--- config.mk ---
export PLATFORM = sky130hd
export DESIGN_NAME = pipeline_hazard_ctrl_flat
export DESIGN_NICKNAME = d
export VERILOG_FILES = /design/src/rtl/pipeline_hazard_ctrl_pkg.sv /design/src/rtl/pipeline_hazard_ctrl_if.sv /design/src/rtl/pipeline_hazard_ctrl_lu_detect.sv /design/src/rtl/pipeline_hazard_ctrl.sv /design/src/flat_wrapper.sv
export SDC_FILE = /design/constraint.sdc
export NUM_CORES = 1
export LEC_CHECK = 0
export BUFFER_PORTS_ARGS = -buffer_cell sky130_fd_sc_hd__buf_2
export CAP_MARGIN = 40
export CORE_UTILIZATION = 43
export DETAILED_ROUTE_END_ITERATION = 7
export PLACE_DENSITY = 0.77
export SYNTH_ARGS = -nofsm -noshare
export SYNTH_HDL_FRONTEND = slang
export SYNTH_HIERARCHICAL = 1
export SYNTH_SLANG_ARGS = --single-unit
--- constraint.sdc ---
create_clock -name clk -period 2 [get_ports clk]
set_clock_uncertainty 0.05 [all_clocks]
set_input_delay 0.4 -clock clk [delete_from_list [all_inputs] [get_ports clk]]
set_output_delay 0.4 -clock clk [all_outputs]
set_load 0.005 [all_outputs]
--- src/rtl/pipeline_hazard_ctrl_pkg.sv ---
// Shared constants and types for the pipeline stall/flush sequencer.
package pipeline_hazard_ctrl_pkg;

    localparam int REGFILE_BITS  = 5;
    localparam int HZ_STATE_BITS = 2;

    typedef enum logic [HZ_STATE_BITS-1:0] {
        HZ_RUN      = 2'd0,
        HZ_DIV_WAIT = 2'd1,
        HZ_DC_WAIT  = 2'd2
    } hz_state_e;

endpackage

--- src/rtl/pipeline_hazard_ctrl_if.sv ---
// Hazard-source / stall-flush bundle between the pipeline (master) and the sequencer (slave).
// Perf counter signals exist only when HAZARD_PERF_CNT_EN is defined.
interface pipeline_hazard_ctrl_if #(
    parameter int REG_BITS = 5,
    parameter int CNT_W    = 32
);
    logic [REG_BITS-1:0] id_rs1;
    logic [REG_BITS-1:0] id_rs2;
    logic                id_use_rs1;
    logic                id_use_rs2;
    logic [REG_BITS-1:0] exe_rd;
    logic                exe_is_load;
    logic                exe_div_start;
    logic                div_done;
    logic                mem_dc_miss;
    logic                dc_ready;
    logic                exe_redirect;

    logic stall_if;
    logic stall_id;
    logic stall_exe;
    logic flush_id;
    logic flush_exe;
    logic flush_mem;
    logic flush_wb;
    logic busy;
`ifdef HAZARD_PERF_CNT_EN
    logic [CNT_W-1:0] perf_lu_cnt;
    logic [CNT_W-1:0] perf_div_cnt;
    logic [CNT_W-1:0] perf_dc_cnt;
    logic [CNT_W-1:0] perf_flush_cnt;
`endif

    modport master (
        output id_rs1, id_rs2, id_use_rs1, id_use_rs2, exe_rd, exe_is_load,
               exe_div_start, div_done, mem_dc_miss, dc_ready, exe_redirect,
`ifdef HAZARD_PERF_CNT_EN
        input  perf_lu_cnt, perf_div_cnt, perf_dc_cnt, perf_flush_cnt,
`endif
        input  stall_if, stall_id, stall_exe, flush_id, flush_exe, flush_mem,
               flush_wb, busy
    );

    modport slave (
        input  id_rs1, id_rs2, id_use_rs1, id_use_rs2, exe_rd, exe_is_load,
               exe_div_start, div_done, mem_dc_miss, dc_ready, exe_redirect,
`ifdef HAZARD_PERF_CNT_EN
        output perf_lu_cnt, perf_div_cnt, perf_dc_cnt, perf_flush_cnt,
`endif
        output stall_if, stall_id, stall_exe, flush_id, flush_exe, flush_mem,
               flush_wb, busy
    );

endinterface

--- src/rtl/pipeline_hazard_ctrl_lu_detect.sv ---
// Combinational load-use comparator; also usable by the forwarding unit.
module hazard_lu_detect #(
    parameter int REG_BITS = 5
) (
    input  logic [REG_BITS-1:0] id_rs1_i,
    input  logic [REG_BITS-1:0] id_rs2_i,
    input  logic                id_use_rs1_i,
    input  logic                id_use_rs2_i,
    input  logic [REG_BITS-1:0] exe_rd_i,
    input  logic                exe_is_load_i,
    output logic                lu_hit_o
);
    logic rs1_hit;
    logic rs2_hit;

    // x0 is hard-wired zero, so a load targeting it never creates a dependency
    assign rs1_hit  = id_use_rs1_i && (id_rs1_i == exe_rd_i);
    assign rs2_hit  = id_use_rs2_i && (id_rs2_i == exe_rd_i);
    assign lu_hit_o = exe_is_load_i && (exe_rd_i != '0) && (rs1_hit || rs2_hit);

endmodule

--- src/rtl/pipeline_hazard_ctrl.sv ---
// Central stall/flush sequencer: owns the core's only wait-state FSM (RUN/DIV_WAIT/DC_WAIT).
// Optional perf counters are built when HAZARD_PERF_CNT_EN is defined.
module pipeline_hazard_ctrl
    import pipeline_hazard_ctrl_pkg::*;
#(
    parameter int REG_BITS    = REGFILE_BITS,
    parameter int DIV_TIMEOUT = 64,
    parameter int CNT_W       = 32
) (
    input  logic                  clk,
    input  logic                  nrst,
    pipeline_hazard_ctrl_if.slave hz
);
    localparam int TW = (DIV_TIMEOUT > 2) ? $clog2(DIV_TIMEOUT) : 1;

    hz_state_e         state_q, state_d;
    logic [TW-1:0]     div_cnt_q, div_cnt_d;
    logic              lu_hit;
    logic              div_exit;
    logic              lu_fire;
    logic              redir_fire;

    hazard_lu_detect #(.REG_BITS(REG_BITS)) u_lu (
        .id_rs1_i      (hz.id_rs1),
        .id_rs2_i      (hz.id_rs2),
        .id_use_rs1_i  (hz.id_use_rs1),
        .id_use_rs2_i  (hz.id_use_rs2),
        .exe_rd_i      (hz.exe_rd),
        .exe_is_load_i (hz.exe_is_load),
        .lu_hit_o      (lu_hit)
    );

    assign div_exit = hz.div_done || (div_cnt_q == TW'(DIV_TIMEOUT - 1));

    always_ff @(posedge clk) begin
        if (!nrst) begin
            state_q   <= HZ_RUN;
            div_cnt_q <= '0;
        end else begin
            state_q   <= state_d;
            div_cnt_q <= div_cnt_d;
        end
    end

    always_comb begin
        state_d   = state_q;
        div_cnt_d = '0;
        case (state_q)
            HZ_RUN: begin
                if (hz.mem_dc_miss)        state_d = HZ_DC_WAIT;
                else if (hz.exe_div_start) state_d = HZ_DIV_WAIT;
            end
            HZ_DC_WAIT: begin
                if (hz.dc_ready) state_d = HZ_RUN;
            end
            HZ_DIV_WAIT: begin
                div_cnt_d = div_cnt_q + 1'b1;
                if (div_exit) state_d = HZ_RUN;
            end
            default: state_d = HZ_RUN;
        endcase
    end

    // Everything is gated by nrst so a held reset never leaks a stall or flush.
    always_comb begin
        hz.stall_if  = 1'b0;
        hz.stall_id  = 1'b0;
        hz.stall_exe = 1'b0;
        hz.flush_id  = 1'b0;
        hz.flush_exe = 1'b0;
        hz.flush_mem = 1'b0;
        hz.flush_wb  = 1'b0;
        hz.busy      = 1'b0;
        lu_fire      = 1'b0;
        redir_fire   = 1'b0;
        if (nrst) begin
            hz.busy = (state_q != HZ_RUN);
            case (state_q)
                HZ_RUN: begin
                    if (hz.mem_dc_miss) begin
                        hz.stall_if  = 1'b1;
                        hz.stall_id  = 1'b1;
                        hz.stall_exe = 1'b1;
                        hz.flush_wb  = 1'b1;
                    end else if (hz.exe_div_start) begin
                        hz.stall_if  = 1'b1;
                        hz.stall_id  = 1'b1;
                        hz.flush_mem = 1'b1;
                    end else if (hz.exe_redirect) begin
                        hz.flush_id  = 1'b1;
                        hz.flush_exe = 1'b1;
                        redir_fire   = 1'b1;
                    end else if (lu_hit) begin
                        hz.stall_if  = 1'b1;
                        hz.flush_exe = 1'b1;
                        lu_fire      = 1'b1;
                    end
                end
                HZ_DC_WAIT: begin
                    hz.stall_if  = 1'b1;
                    hz.stall_id  = 1'b1;
                    hz.stall_exe = 1'b1;
                    hz.flush_wb  = 1'b1;
                end
                HZ_DIV_WAIT: begin
                    hz.stall_if  = 1'b1;
                    hz.stall_id  = 1'b1;
                    // Dropping the bubble lets EXE/MEM capture the divider result
                    hz.flush_mem = !div_exit;
                end
                default: ;
            endcase
        end
    end

`ifdef HAZARD_PERF_CNT_EN
    logic [CNT_W-1:0] lu_cnt_q, div_cnt_perf_q, dc_cnt_q, flush_cnt_q;

    always_ff @(posedge clk) begin
        if (!nrst) begin
            lu_cnt_q       <= '0;
            div_cnt_perf_q <= '0;
            dc_cnt_q       <= '0;
            flush_cnt_q    <= '0;
        end else begin
            if (lu_fire && !(&lu_cnt_q))
                lu_cnt_q <= lu_cnt_q + 1'b1;
            if (state_q == HZ_DIV_WAIT && !(&div_cnt_perf_q))
                div_cnt_perf_q <= div_cnt_perf_q + 1'b1;
            if (state_q == HZ_DC_WAIT && !(&dc_cnt_q))
                dc_cnt_q <= dc_cnt_q + 1'b1;
            if (redir_fire && !(&flush_cnt_q))
                flush_cnt_q <= flush_cnt_q + 1'b1;
        end
    end

    assign hz.perf_lu_cnt    = lu_cnt_q;
    assign hz.perf_div_cnt   = div_cnt_perf_q;
    assign hz.perf_dc_cnt    = dc_cnt_q;
    assign hz.perf_flush_cnt = flush_cnt_q;
`else
    logic unused_fire;
    assign unused_fire = lu_fire ^ redir_fire;
`endif

endmodule

--- src/flat_wrapper.sv ---
// flat-port wrapper written by rule: the top's interface ports become plain ports
module pipeline_hazard_ctrl_flat import pipeline_hazard_ctrl_pkg::*;
#(
    parameter int REG_BITS    = REGFILE_BITS,
    parameter int DIV_TIMEOUT = 64,
    parameter int CNT_W       = 32
)
  (clk, nrst, hz_id_rs1, hz_id_rs2, hz_id_use_rs1, hz_id_use_rs2, hz_exe_rd, hz_exe_is_load, hz_exe_div_start, hz_div_done, hz_mem_dc_miss, hz_dc_ready, hz_exe_redirect, hz_stall_if, hz_stall_id, hz_stall_exe, hz_flush_id, hz_flush_exe, hz_flush_mem, hz_flush_wb, hz_busy);
  pipeline_hazard_ctrl_if #(.REG_BITS(REG_BITS), .CNT_W(CNT_W)) hz_i ();
  input  logic clk;
  input  logic nrst;
  input wire logic [$bits(hz_i.id_rs1)-1:0] hz_id_rs1;
  input wire logic [$bits(hz_i.id_rs2)-1:0] hz_id_rs2;
  input wire logic [$bits(hz_i.id_use_rs1)-1:0] hz_id_use_rs1;
  input wire logic [$bits(hz_i.id_use_rs2)-1:0] hz_id_use_rs2;
  input wire logic [$bits(hz_i.exe_rd)-1:0] hz_exe_rd;
  input wire logic [$bits(hz_i.exe_is_load)-1:0] hz_exe_is_load;
  input wire logic [$bits(hz_i.exe_div_start)-1:0] hz_exe_div_start;
  input wire logic [$bits(hz_i.div_done)-1:0] hz_div_done;
  input wire logic [$bits(hz_i.mem_dc_miss)-1:0] hz_mem_dc_miss;
  input wire logic [$bits(hz_i.dc_ready)-1:0] hz_dc_ready;
  input wire logic [$bits(hz_i.exe_redirect)-1:0] hz_exe_redirect;
  output wire logic [$bits(hz_i.stall_if)-1:0] hz_stall_if;
  output wire logic [$bits(hz_i.stall_id)-1:0] hz_stall_id;
  output wire logic [$bits(hz_i.stall_exe)-1:0] hz_stall_exe;
  output wire logic [$bits(hz_i.flush_id)-1:0] hz_flush_id;
  output wire logic [$bits(hz_i.flush_exe)-1:0] hz_flush_exe;
  output wire logic [$bits(hz_i.flush_mem)-1:0] hz_flush_mem;
  output wire logic [$bits(hz_i.flush_wb)-1:0] hz_flush_wb;
  output wire logic [$bits(hz_i.busy)-1:0] hz_busy;
  assign hz_i.id_rs1 = hz_id_rs1;
  assign hz_i.id_rs2 = hz_id_rs2;
  assign hz_i.id_use_rs1 = hz_id_use_rs1;
  assign hz_i.id_use_rs2 = hz_id_use_rs2;
  assign hz_i.exe_rd = hz_exe_rd;
  assign hz_i.exe_is_load = hz_exe_is_load;
  assign hz_i.exe_div_start = hz_exe_div_start;
  assign hz_i.div_done = hz_div_done;
  assign hz_i.mem_dc_miss = hz_mem_dc_miss;
  assign hz_i.dc_ready = hz_dc_ready;
  assign hz_i.exe_redirect = hz_exe_redirect;
  assign hz_stall_if = hz_i.stall_if;
  assign hz_stall_id = hz_i.stall_id;
  assign hz_stall_exe = hz_i.stall_exe;
  assign hz_flush_id = hz_i.flush_id;
  assign hz_flush_exe = hz_i.flush_exe;
  assign hz_flush_mem = hz_i.flush_mem;
  assign hz_flush_wb = hz_i.flush_wb;
  assign hz_busy = hz_i.busy;
  pipeline_hazard_ctrl #(.REG_BITS(REG_BITS), .DIV_TIMEOUT(DIV_TIMEOUT), .CNT_W(CNT_W)) u_core (.clk(clk), .nrst(nrst), .hz(hz_i));
endmodule
==> flow_summary.json, run 1 <==
{
  "synth_fa_ha_area_frac": 0.1014,
  "setup_slack_ps": -51.40,
  "slew_headroom": 0.8368,
  "die_y_um": 39.88,
  "top_usage_layer": "met2",
  "synth_common_cells": "11 x xor2_1, 9 x nor2_1, 8 x dfxtp_1",
  "post-route-period-util": 1.026,
  "fin_tns_setup_ps": -54.72,
  "place_hpwl_mm": 1.133,
  "async_reset_ff_frac": 0,
  "n_antenna_cell": 0,
  "synth.distinct_cells": 26,
  "core_mm2": 0.001318,
  "rr_startpoint": "u_core/state_q[0]",
  "first_iter_violations": 12,
  "drv_cap": 0,
  "rsz0062_at_grt": "true",
  "cts.sinks": 8,
  "root_buffer": "clkbuf_4",
  "io_pins": 33,
  "syn2layout_area_growth_pct": 43.20,
  "ff2ff_setup_slack_ps": 640,
  "die_width_um": 39.88,
  "initial_core_util": 0.4682,
  "critical_path_class": "in2out",
  "antenna_found_initial": 0,
  "grt_pass1_vias": 553,
  "synth-simple-area-share": 0.2860,
  "synth_mux_area_frac": 0,
  "cts_setup_buffers": 0,
  "power.internal_uw": 314.7,
  "start_kind": "primary input",
  "cts_tree": "done",
  "r2r-end": "u_core/state_q[0]",
  "cts_max_level": 1,
  "design_power_total_uw": 438.0,
  "leakagePower_nw": 0.4110,
  "syn-num-nets": 106,
  "synth-xor-area-share": 0.1988,
  "drtAntennaViolNets": 0,
  "synth_area_leader_cell": "dfxtp_1",
  "p_comb_frac": 0.345,
  "cp_data_arrival_time_ps": 1600,
  "ir_drop_v": 0.0002939,
  "vias": 641,
  "synth_top_flop_cell": "dfxtp_1",
  "outcome": "complete, but fails checks",
  "yosysWarnings": 6,
  "tightestPinTransition_ps": 242.5,
  "portBuffers": 32,
  "period_needed_ps": 2051,
  "gp_congestion": 0.7297,
  "setup_viol": 2,
  "hold_violations": 0,
  "rr_worst_depth": 6,
  "switchingPower_uw": 123.3,
  "hold_class": "in2reg",
  "row_count": 13,
  "p_clk_frac": 0.262,
  "synth_edf_count": 0,
  "grt_first_pass_wirelength_mm": 2.208,
  "drc": 0,
  "yosysMostFrequentCell": "xor2_1",
  "grt_max_degree": 11,
  "clk_latency_ps": 240,
  "path_clk_slew_ps": 50,
  "met3_usage": 0.06818,
  "grt.overflow.total": 0,
  "synth_area_um2": 616.8,
  "cts_buffers": 3,
  "drv_slew": 0,
  "critPathCapture": "hz_flush_exe",
  "timing.fmax_ghz": 0.4875,
  "synth_cells": 76,
  "worst_setup_path_end_kind": "output pin",
  "viasPerCell": 5.128,
  "synth.top_cell.area_share": 0.2596,
  "synth.ff_latch_count": 8,
  "synth-seq-area-share": 0.2596,
  "crit_fanout": 3,
  "crit_start": "hz_exe_rd[2]",
  "grt_use_total": 0.2131,
  "p_sw_frac": 0.2815,
  "synth_top_family_by_area": "simple AND/OR/NAND/NOR gates",
  "routed_wl_mm": 1.465,
  "first_pass_iters": 3,
  "dieArea_mm2": 0.001590,
  "drive_above_1_share": 0.4273,
  "num-nets-final": 142,
  "use_met1": 0.2245,
  "p_per_area_mw_per_mm2": 495.8,
  "violations": "setup timing",
  "p_seq_frac": 0.393,
  "synth_compound_area_frac": 0.1095,
  "cp.required_ps": 1550,
  "avgSynthCellArea_um2": 8.116,
  "met2_usage": 0.3710,
  "post_drt_wl_per_cell_um": 11.72,
  "clockBufferDepth": 2,
  "yosys-top-cells-area": "dfxtp_1 26%, xor2_1 16%, ha_1 10%"
}
area by class of cell:
class                   count  area [um^2]
multi-input cells          62        467.9
fillers                   110        434.2
repair buffers             33        196.4
flip-flops and latches      8        162.7
clock buffers               3        22.52
well taps                  15        18.77
inverters                   4        15.01
worst max-delay path: stages:
cell,delay (ps)
buf_8,100
xor2_1,150
nor4_1,280
nand3_1,130
a21oi_2,170
nor2_1,60
nor4_1,160
buf_2,160
layout by cell type (no fill, tap or decap):
cell type	Yosys	layout
a311o_1	1	1
nor3b_2	0	1
buf_6	0	1
nor3_1	1	1
o22ai_1	2	2
nor4b_1	1	1
a41o_1	1	1
o21ai_4	0	1
nand3_1	6	6
a21oi_2	0	1
ha_2	0	1
and3_1	2	2
buf_2	1	28
a21boi_1	0	1
xor2_1	11	11
nor4_2	1	1
nand2_1	5	5
dfxtp_2	0	2
nor2_1	9	9
a21oi_1	3	2
xnor2_1	3	3
and2_4	1	1
inv_1	4	3
buf_8	0	2
ha_1	5	3
inv_2	0	1
clkbuf_4	0	3
buf_4	1	2
nor2b_1	3	3
ha_4	0	1
o21a_1	1	1
dfxtp_1	8	6
nor4_1	2	2
or4_4	0	1
stage by stage:
step	worst slack, ps	instance area (um^2)	cells	hold slack (ps)	utilization
floorplan	222.2	616.8	76	379.9	-
global placement	-76.22	790.8	122	400.5	0.6002
finish	-51.40	883.3	125	394.9	0.6705
detailed placement	-89.12	790.8	122	408.6	0.6002
global route	-148.1	883.3	125	400.2	0.6705
CTS	-36.11	852.1	125	396.2	0.6467
power groups by stage:
stage,clock [mW],combinational [mW],sequential [mW]
6_report,0.115,0.151,0.172
3_3_place_gp,0,0.130,0.174
3_5_place_dp,0,0.132,0.174
5_1_grt,0.135,0.168,0.173
2_1_floorplan,0,0.0784,0.172
4_1_cts,0.119,0.141,0.171
worst min-delay path by stage:
| stage | startpoint | endpoint | slack, ps | depth (start not counted) |
|---|---|---|---|---|
| floorplan | u_core/div_cnt_q[0] | u_core/div_cnt_q[0] | 380 | 1 |
| finish | hz_mem_dc_miss | u_core/state_q[0] | 390 | 2 |
| global placement | u_core/div_cnt_q[0] | u_core/div_cnt_q[0] | 400 | 1 |
| detailed placement | u_core/div_cnt_q[0] | u_core/div_cnt_q[0] | 410 | 1 |
| CTS | hz_mem_dc_miss | u_core/state_q[0] | 400 | 2 |
| global route | hz_mem_dc_miss | u_core/state_q[0] | 400 | 2 |
cells by family after synthesis:
group,count (synthesis)
flops,8
compound gates,10
xor+xnor,14
buf+inv,6
fa+ha+maj,5
simple gates,33
per-layer routing:
| layer | share of wire | up-vias | wire length (um) |
|---|---|---|---|
| li1 | - | 330 | - |
| met1 | 0.44 | 294 | 638 |
| met2 | 0.51 | 15 | 753 |
| met3 | 0.039 | 2 | 57 |
| met4 | 0.011 | 0 | 16 |
| met5 | 0 | - | 0 |
registers in the layout, indices dropped and copies added, names as in the netlist:
register,count
u_core/div_cnt_q,6
u_core/state_q,2
what timing repair did:
action,4_1_cts,5_1_grt
endpoints found under the hold margin,0,0
hold buffers,0,0
resized for setup,11,9
endpoints found under the setup margin,2,5
pin swaps,4,4
Note: power is estimated with default switching activity, not from simulation.
==> run 2, diff against run 1 <==
Settings changed: PLACE_DENSITY 0.77 to default, PLACE_DENSITY_LB_ADDON from default to 0.05.
==> run 2 against run 1 <==
  * Total power rose by 0.15%
  * The run still ends with setup timing left
  * Setup slack improved by 8.0 ps
  * Register-to-register slack barely moved
  * Clock power rose by 5%
  * Combinational power fell by 3%
  * Largest cell class unchanged
  * Worst hold slack improved by 1.3 ps
  * Cell count rose by 0.80%
  * First-iteration DRC count did not move
==> flow_summary.json, run 2 (synthesis gave the netlist of run 1 again) <==
{
  "drv_cap": 0,
  "critPathCapture": "hz_stall_if",
  "critical_path_class": "in2out",
  "io_pins": 33,
  "cp_slowest_cell": "or4_1",
  "cts_max_level": 1,
  "post-route-util": 0.6543,
  "drtAntennaViolNets": 0,
  "leakagePower_nw": 0.4072,
  "setup_slack_ps": -43.39,
  "n_antenna_cell": 0,
  "initial_core_util": 0.4682,
  "path_buf_inv": 2,
  "place_hpwl_mm": 1.018,
  "post-route-period-util": 1.022,
  "rr_worst_depth": 6,
  "largest_register_ffs": 6,
  "p_per_area_mw_per_mm2": 508.8,
  "final_cell_mix": "30 x buf_2, 11 x xor2_1, 9 x nor2_1",
  "crit_start": "hz_exe_rd[0]",
  "reg.largest.list": "u_core/div_cnt_q: 6 flops, u_core/state_q: 2 flops",
  "tightestPinTransition_ps": 256.8,
  "outcome": "complete, but fails checks",
  "ff2ff_setup_slack_ps": 630,
  "hp-start": "hz_mem_dc_miss",
  "cp.required_ps": 1550,
  "period_needed_ps": 2043,
  "path_clk_slew_ps": 50,
  "slew_headroom": 0.8272,
  "worst_setup_path_end_kind": "output pin",
  "ir_drop_v": 0.0002498,
  "cts_setup_buffers": 0,
  "gp_congestion": 0.6300,
  "drive_above_1_share": 0.4054,
  "design_power_total_uw": 438.6,
  "final_common_cell": "buf_2",
  "setup_viol": 2,
  "place_ws_ps": -113.6,
  "die_width_um": 39.88,
  "crit_path_frequent_cell": "buf_2",
  "viasPerCell": 5.056,
  "grt_first_pass_wirelength_mm": 1.883,
  "cts.sinks": 8,
  "rr_startpoint": "u_core/state_q[0]",
  "r2r-end": "u_core/state_q[1]",
  "post_drt_wl_per_cell_um": 10.22,
  "syn2layout_area_growth_pct": 39.76,
  "die_y_um": 39.88,
  "routed_wl_mm": 1.288,
  "path_cells": "buf_2 -> or4_1 -> o21ai_1 -> a21oi_2 -> a41o_1 -> buf_2",
  "grt.overflow.total": 0,
  "dieArea_mm2": 0.001590,
  "crit_family": "simple AND/OR/NAND/NOR gates",
  "antenna_found_initial": 0,
  "rsz0062_at_grt": "true",
  "grt_pass1_vias": 504,
  "first_iter_violations": 12,
  "hold_buffers": 0,
  "num-nets-final": 143,
  "cp_data_arrival_time_ps": 1590,
  "cts_buffers": 3,
  "hold_class": "in2reg",
  "crit_fanout": 3,
  "crit_path_max_incr_delay_ps": 510,
  "cp.depth": 6,
  "fin_tns_setup_ps": -70.39,
  "row_count": 13,
  "root_buffer": "clkbuf_4",
  "portBuffers": 32,
  "violations": "setup timing",
  "drv_slew": 0,
  "timing.fmax_ghz": 0.4894,
  "vias": 637,
  "regMostFlops": "u_core/div_cnt_q",
  "clockBufferDepth": 2,
  "first_pass_iters": 4,
  "hold_violations": 0,
  "grt_max_degree": 11,
  "core_mm2": 0.001318,
  "start_kind": "primary input",
  "drc": 0,
  "cts_tree": "done",
  "grt_use_total": 0.1802,
  "clk_latency_ps": 250
}
==> run 2: routing by layer <==
layer  GRT usage  part of all wire
met5           0                 0
met4      0.1293             0.019
met3     0.03409             0.050
met2      0.2944              0.45
met1      0.2033              0.48
==> run 2: layout make-up <==
cell class,count,area (um^2)
fill,108,455.4
multi-input combinational,62,452.9
timing repair buffer,34,191.4
sequential,8,161.4
clock buffer,3,22.52
tap,15,18.77
inverter,4,15.01
==> run 2: metrics by stage <==
| stage | hold WS, ps | std cells | area [um^2] |
|---|---|---|---|
| 2_1_floorplan | 379.9 | 76 | 616.8 |
| 6_report | 396.2 | 126 | 862.1 |
| 4_1_cts | 391.0 | 126 | 839.6 |
| 3_5_place_dp | 403.5 | 123 | 798.3 |
| 3_3_place_gp | 395.4 | 123 | 798.3 |
| 5_1_grt | 407.7 | 126 | 862.1 |
==> run 2: what timing repair did <==
action,4_1_cts,5_1_grt
pin swaps,2,3
gates resized for setup,6,6
endpoints found under the hold margin,0,0
endpoints found under the setup margin,4,5
cloned,0,0
==> run 2: worst min path at each step <==
stage | end | slack, ps | depth (start not counted)
5_1_grt | u_core/state_q[0] | 410 | 2
2_1_floorplan | u_core/div_cnt_q[0] | 380 | 1
3_3_place_gp | u_core/div_cnt_q[0] | 400 | 1
6_report | u_core/state_q[0] | 400 | 2
4_1_cts | u_core/state_q[0] | 390 | 2
3_5_place_dp | u_core/div_cnt_q[0] | 400 | 1
==> run 2: worst reg2reg max path: stages (launching register included) <==
cell and delay [ps]:
dfxtp_1 380, inv_1 110, ha_1 210, nor2b_1 140, nor3_1 150, nand2_1 100
o22ai_1 150
==> run 2: power by group <==
| group | switching [mW] | internal, mW | leakage (nW) | total [mW] |
|---|---|---|---|---|
| clock | 0.0529 | 0.0685 | 0.0138 | 0.121 |
| combinational | 0.0678 | 0.0777 | 0.328 | 0.146 |
| sequential | 0.00627 | 0.165 | 0.0652 | 0.172 |
| total | 0.127 | 0.312 | 0.407 | 0.439 |
==> run 3, diff against run 2 <==
Settings changed: CORE_UTILIZATION 43 to 46, CTS_CLUSTER_SIZE from default to 8, RECOVER_POWER from default to 50.
Clock period 2 ns to 2.45 ns, I/O delays scaled along.
==> run 3 against run 2 <==
  * The run now ends clean
  * Critical endpoint is now hz_flush_exe
  * Core utilization is 3.3 points higher
  * Largest cell class unchanged
  * Critical path depth is 2 higher
  * Flip-flop and latch count stayed put
  * Final area is 6.7% lower
  * Clock power is 19% lower
  * Via count is 2.5% lower
==> flow_summary.json, run 3 (synthesis gave the netlist of run 1 again) <==
{
  "timing.fmax_ghz": 0.4443,
  "row_count": 12,
  "cts_setup_buffers": 0,
  "drtAntennaViolNets": 0,
  "p_per_area_mw_per_mm2": 427.6,
  "core_mm2": 0.001171,
  "grt_first_pass_wirelength_mm": 2.159,
  "crit_family": "simple AND/OR/NAND/NOR gates",
  "num-nets-final": 141,
  "grt_use_total": 0.2141,
  "drv_cap": 0,
  "fin_tns_setup_ps": 0,
  "drive_above_1_share": 0.3394,
  "hold_violations": 0,
  "vias": 621,
  "slew_headroom": 0.8408,
  "cts_tree": "done",
  "clk_latency_ps": 250,
  "outcome": "completed",
  "n_antenna_cell": 0,
  "critical_path_class": "in2out",
  "worst_setup_path_end_kind": "output pin",
  "crit_fanout": 3,
  "reg.largest.list": "u_core/div_cnt_q: 6 flops, u_core/state_q: 2 flops",
  "routed_wl_mm": 1.274,
  "cts.sinks": 8,
  "rsz0062_at_grt": "false",
  "post_drt_wl_per_cell_um": 10.36,
  "antenna_found_initial": 0,
  "final_cell_mix": "32 x buf_2, 11 x xor2_1, 9 x nor2_1",
  "cp_data_arrival_time_ps": 1710,
  "post-route-util": 0.6870,
  "cts_max_level": 1,
  "hold_class": "reg2reg",
  "crit_path_max_incr_delay_ps": 280,
  "cp_slowest_cell": "nor4_2",
  "die_width_um": 38.62,
  "tightestPinTransition_ps": 236.6,
  "largest_register_ffs": 6,
  "final_common_cell": "buf_2",
  "regMostFlops": "u_core/div_cnt_q",
  "dieArea_mm2": 0.001492,
  "first_pass_iters": 3,
  "first_iter_violations": 2,
  "io_pins": 33,
  "ctsResizeCount": 0,
  "gp_congestion": 0.6767,
  "portBuffers": 32,
  "path_clk_slew_ps": 50,
  "drv_slew": 0,
  "ir_drop_v": 0.0001753,
  "path_cells": "buf_2 -> xor2_1 -> nor4_2 -> nand3_1 -> a21oi_1 -> nor2_1 -> nor4_1 -> buf_2",
  "setup_viol": 0,
  "grt_pass1_vias": 565,
  "period_needed_ps": 2251,
  "crit_path_frequent_cell": "buf_2",
  "leakagePower_nw": 0.3878,
  "cts_buffers": 3,
  "grt_max_degree": 11,
  "initial_core_util": 0.5267,
  "drc": 0,
  "viasPerCell": 5.049,
  "grt.overflow.total": 0,
  "path_buf_inv": 2,
  "place_hpwl_mm": 1.048,
  "post-route-period-util": 0.9187,
  "cp.required_ps": 1910,
  "die_y_um": 38.62,
  "syn2layout_area_growth_pct": 30.43,
  "root_buffer": "clkbuf_4",
  "start_kind": "primary input",
  "clockBufferDepth": 2,
  "hold_buffers": 0
}
## run 3: layout make-up
| class | instances | area [um^2] |
|---|---|---|
| clock buffer | 3 | 22.52 |
| fill | 95 | 366.6 |
| inverter | 4 | 15.01 |
| multi-input combinational | 62 | 429.2 |
| sequential | 8 | 160.2 |
| tap | 14 | 17.52 |
| timing repair buffer | 32 | 160.2 |
## run 3: layer usage
layer,routed length (um),GRT usage,vias up,share of wire
met5,0,0,-,0
met4,19,0.1552,0,0.015
met3,73,0.03468,2,0.057
met2,558,0.3167,26,0.44
met1,622,0.2753,263,0.49
li1,-,-,330,-
## run 3: power breakdown
group	switching [mW]	internal (mW)
Sequential	0.00464	0.135
Combinational	0.0526	0.0539
Clock	0.0424	0.0559
## run 3: stage by stage
step | total power, mW | cells | hold WS [ps] | instance area, um^2 | setup slack [ps]
after floorplan | 0.2047 | 76 | 379.9 | 616.8 | 492.2
after global placement | 0.2468 | 120 | 396.0 | 782.0 | 207.9
after detailed placement | 0.2481 | 120 | 401.4 | 782.0 | 182.5
after CTS | 0.3496 | 123 | 413.3 | 804.5 | 170.6
after global routing | 0.3671 | 123 | 427.7 | 804.5 | 70.91
final | 0.3441 | 123 | 416.3 | 804.5 | 199.2
## run 3: worst paths after layout
path / start / end / slack (ps) / cells after the start
setup reg to reg: u_core/state_q[0] / u_core/state_q[1] / 970 / 6
hold / removal: u_core/div_cnt_q[0] / u_core/div_cnt_q[0] / 420 / 1
hold reg to reg: u_core/div_cnt_q[0] / u_core/div_cnt_q[0] / 420 / 1
setup / recovery: hz_exe_rd[0] / hz_flush_exe / 200 / 8
